===== config.mk =====
export PLATFORM = sky130hd
export DESIGN_NAME = exp_trace_ram
export DESIGN_NICKNAME = d
export VERILOG_FILES = /design/src/rtl/pc_trace_checker_exp_trace_ram.sv
export SDC_FILE = /design/constraint.sdc
export NUM_CORES = 2
export LEC_CHECK = 0
export ABC_AREA = 0
export BUFFER_PORTS_ARGS = -buffer_cell sky130_fd_sc_hd__buf_4
export CORE_ASPECT_RATIO = 1.2
export CORE_MARGIN = 2
export CORE_UTILIZATION = 45
export CTS_CLUSTER_DIAMETER = 150
export DETAILED_ROUTE_END_ITERATION = 6
export PLACE_DENSITY = 0.61
export SYNTH_ARGS = -nofsm -noshare
export SYNTH_HDL_FRONTEND = slang
export SYNTH_SLANG_ARGS = --single-unit

===== constraint.sdc =====
create_clock -name i_clk -period 3.3 [get_ports i_clk]
set_input_delay 0.165 -clock i_clk [delete_from_list [all_inputs] [get_ports i_clk]]
set_output_delay 0.165 -clock i_clk [all_outputs]
set_load 0.01 [all_outputs]

===== src/rtl/pc_trace_checker_exp_trace_ram.sv =====
// Expected-trace storage: synchronous write, asynchronous read, never cleared.
module exp_trace_ram #(
  parameter int PC_W  = 32,
  parameter int DEPTH = 64,
  parameter int IDX_W = $clog2(DEPTH)
) (
  input  logic             i_clk,
  input  logic             i_wr_en,
  input  logic [IDX_W-1:0] i_wr_addr,
  input  logic [PC_W-1:0]  i_wr_data,
  input  logic [IDX_W-1:0] i_rd_addr,
  output logic [PC_W-1:0]  o_rd_data
);

  logic [PC_W-1:0] r_mem [DEPTH];

  // Write port.
  always_ff @(posedge i_clk) begin
    if (i_wr_en) begin
      r_mem[i_wr_addr] <= i_wr_data;
    end
  end

  assign o_rd_data = r_mem[i_rd_addr];

endmodule


Yosys cells after proc, flatten, opt, wreduce, memory -nomap -nowiden
Memories as Yosys holds them, arrays and structs flattened.
Index checks and enable logic that the tools add are counted.
{"block": "word_totals", "register_bits": 0, "ramBits": 2048, "inputBits": 46, "wordCells": 3, "memories": 1}
{"block": "op_classes", "n_mux": 2}
{"memory": "r_mem", "depth": 64, "word_bits": 32, "read_ports": 1, "rd_clocked_by_memory_dff": 0, "write_ports": 1, "line_no": "15", "source": "logic [PC_W-1:0] r_mem [DEPTH];"}
{"operator": "$mux 1", "count": 2}

Logic depth before layout (Yosys ltp)
{"block": "depth", "word_depth": 2, "mapped_depth": 10}

Worst setup path before layout
Ideal clock, no wire load.
{"block": "synth_timing", "kind": "input to register", "startpoint": "in i_wr_addr[3]", "endpoint": "mem r_mem[48][0], enable pin", "setup_time_ps": 461, "arrival_time_ps": 2864, "required_ps": 2839, "setup_slack_ps": -25, "path_stages": 4, "path_buffers": 1, "cell_sequence": "clkbuf_1 > nor2b_1 > nand4b_1 > nor3_1"}
{"element": "start, declared", "line_no": "9", "source": "input logic [IDX_W-1:0] i_wr_addr,"}
{"element": "end, declared", "line_no": "15"}
No word-level cell before the write port.

Worst setup path after layout
{"block": "layout_timing", "startpoint": "mem r_mem[7][0]", "endpoint": "out o_rd_data[0]"}
{"block": "layout_between", "elab_chain_cells": 1}
{"element": "$mem_v2 64x32"}
{"element": "end, declared", "line_no": "12", "source": "output logic [PC_W-1:0] o_rd_data"}
Every way passes these cells.

==> results.cfg <==
[clock_network]
tritoncts = done
clk_pin_slew_worst_paths_ns = 0.06
h-tree-depth = 4
cts.path.max_buffers = 3
cts_sinks = 2048
clock-root-buffer = clkbuf_16
numCtsBuffers = 201

[global_routing]
grt_overflow_total = 0
grt_use_total_pct = 22.6
grt_max_degree = 65
grt_pass1_vias = 37300
grt_first_pass_wirelength_mm = 279
antenna_found_initial = 14

[timing]
fmax_mhz = 306
worst_pin_slew_ns = 0.920
setup_viol = 0
rsz0062_at_grt = false
timing.slew.headroom_pct = 38.6
period_share_pct = 99.0
drv_slew = 0
hold_ws_ns = 0.110
finalHoldViolCount = 0
layout_min_cycle_time_ns = 3.27
fin_setup_tns_ns = 0

[job]
drv_cap = 0

[routing]
num_vias = 36900
drc = 0
drtIter0Drc = 3850
wirelength_mm = 199
drt_pass1_iterations = 5
via_per_inst = 6.05
wl_per_cell_um = 32.6
ant_nets = 0

[layout]
largest_reg_flops = 2048
drive_gt1_share_pct = 30.8
area_growth_syn_to_layout_pct = 15.3
nets = 3675
fin_area_um2 = 89800
largest_register = r_mem
top_regs = r_mem (2048)

[yosys]
synth.top_cells.by_area = edfxtp_1 79%, mux4_2 16%, mux2i_1 1.2%
synth_edf_count = 2048
yosys.area_share.simple_pct = 1.28
synth_fa_ha_area_share_pct = 0
yosysTopAreaCellShare_pct = 79.0
synth_common_cells = 2,048 x edfxtp_1, 544 x mux4_2, 137 x nor2_1
synth_ff_type = edfxtp_1
synth-seq-cells = 2048
synthArstFlopShare_pct = 0
yosysUniqueCellTypes = 33
netlist_area_um2 = 77900
syn_nets = 3338
synth_xor_area_share_pct = 0
synth_compound_area_share_pct = 1.69
syn_inst = 3292
yosysMostFrequentCell = edfxtp_1
yosysWarnings = 0
synth.area.mux_share_pct = 16.9
synth_largest_area_cell = edfxtp_1
synth_seq_area_share_pct = 79.0
postSynthAreaPerCell_um2 = 23.7
synth_top_family_by_area = multiplexers

[die]
start_util_pct = 45.2
row_count = 167
die-area_um2 = 176000
dieHeight_um = 460
ios = 78
core-area_um2 = 172000
die_x_um = 384

[run_status]
outcome = finished, final reports clean

[critical_path]
crit_type = flop to output port
critPathRequiredTime_ns = 3.13
worstPathMaxFanout = 1
cp.arrival_ns = 3.10
critical-path-slowest-cell = a21oi_1
endpoint_kind = output port
critPathMaxStageDelay_ns = 0.68
critPathLaunchType = flop
cpMostUsedCell = a21oi_1
crit_chain = mux4_2 > o221ai_1 > a21oi_1 > a21oi_1 > nor2_1 > buf_4

[place]
io_buffers = 77
gp_congestion = 0.911
place_area_um2 = 83000
dp_hpwl_mm = 109

[power]
leakage_nw = 27.9
pwr_density_cell_nw_per_um2 = 602
power_w = 0.0540
ir_worst_vdd_uv = 441

[worst_hold_path]
hold_path_class = primary input to flop
## area by class of cell
type / instances / area, µm²
multi-input combinational: 1062 / 16000
antenna: 11 / 27.5
clock inverter: 129 / 1190
clock buffer: 246 / 5200
timing repair buffer: 316 / 3000
fill: 13200 / 82400
tap: 2281 / 2850
sequential: 2048 / 61500
## cells by family (layout without fill, tap and decap cells)
logic type	after synthesis	after routing
buf+inv	182	691
flops	2048	2048
other cells	0	11
simple gates	223	223
mux	637	637
compound gates	202	202
## worst max-delay path: cells and delay by family, from the launching register on
family / cells / cell delay (ns)
simple gates: 1 / 0.16
compound gates: 3 / 1.06
flops: 1 / 0.37
mux: 1 / 0.47
buf+inv: 1 / 0.20
## cell usage in the layout (no fill, tap or decap), drive strengths merged, types with 5 or more instances in the layout
| cell | instances |
|---|---|
| inv | 9 |
| nor2b | 15 |
| or3b | 5 |
| bufinv | 15 |
| nand3b | 5 |
| clkinv | 102 |
| a22oi | 12 |
| nor3 | 7 |
| a311oi | 8 |
| nand2b | 8 |
| diode | 11 |
| o221ai | 27 |
| mux4 | 544 |
| mux2i | 93 |
| edfxtp | 2048 |
| o22ai | 84 |
| a21oi | 62 |
| dlygate4sd3 | 34 |
| nand3 | 5 |
| clkbuf | 246 |
| nand2 | 26 |
| nor2 | 137 |
| buf | 282 |
## routing by layer
layer | up-vias | wire length (µm) | track usage, %
li1 | 14900 | - | -
met1 | 20200 | 79400 | 30.8
met2 | 1462 | 98200 | 36.9
met3 | 265 | 15100 | 4.63
met4 | 8 | 5900 | 7.11
met5 | - | 53 | 0
## power breakdown
part / leakage, nW / total, W / internal [W] / switching (W)
clock network: 3.11 / 0.0222 / 0.0124 / 0.00973
logic: 6.39 / 0.00299 / 0.00113 / 0.00186
registers: 18.4 / 0.0288 / 0.0288 / 0.0000372
total: 27.9 / 0.0540 / 0.0424 / 0.0116
## stage by stage
step	utilization [%]	worst slack (ns)	cells
after floorplan	-	0.483	3292
after global placement	48.2	0.302	5673
after detailed placement	48.2	0.319	5673
after CTS	52.1	0.0161	6082
after global routing	52.1	0.0553	6085
final	52.1	0.0328	6093
## final timing paths
path | startpoint | to | cells past startpoint | slack, ns
min | i_wr_addr[1] | r_mem[49][19] | 3 | 0.11
max | r_mem[7][0] | o_rd_data[0] | 6 | 0.03
## what timing repair did
item / 4_1_cts / 5_1_grt
buffers inserted: 0 / 0
endpoints found under the hold margin: 2028 / 0
setup endpoints to repair: 1 / 7
hold buffers: 34 / 0
gates resized for setup: 1 / 7
No activity file was read; power rests on OpenSTA's default activity.
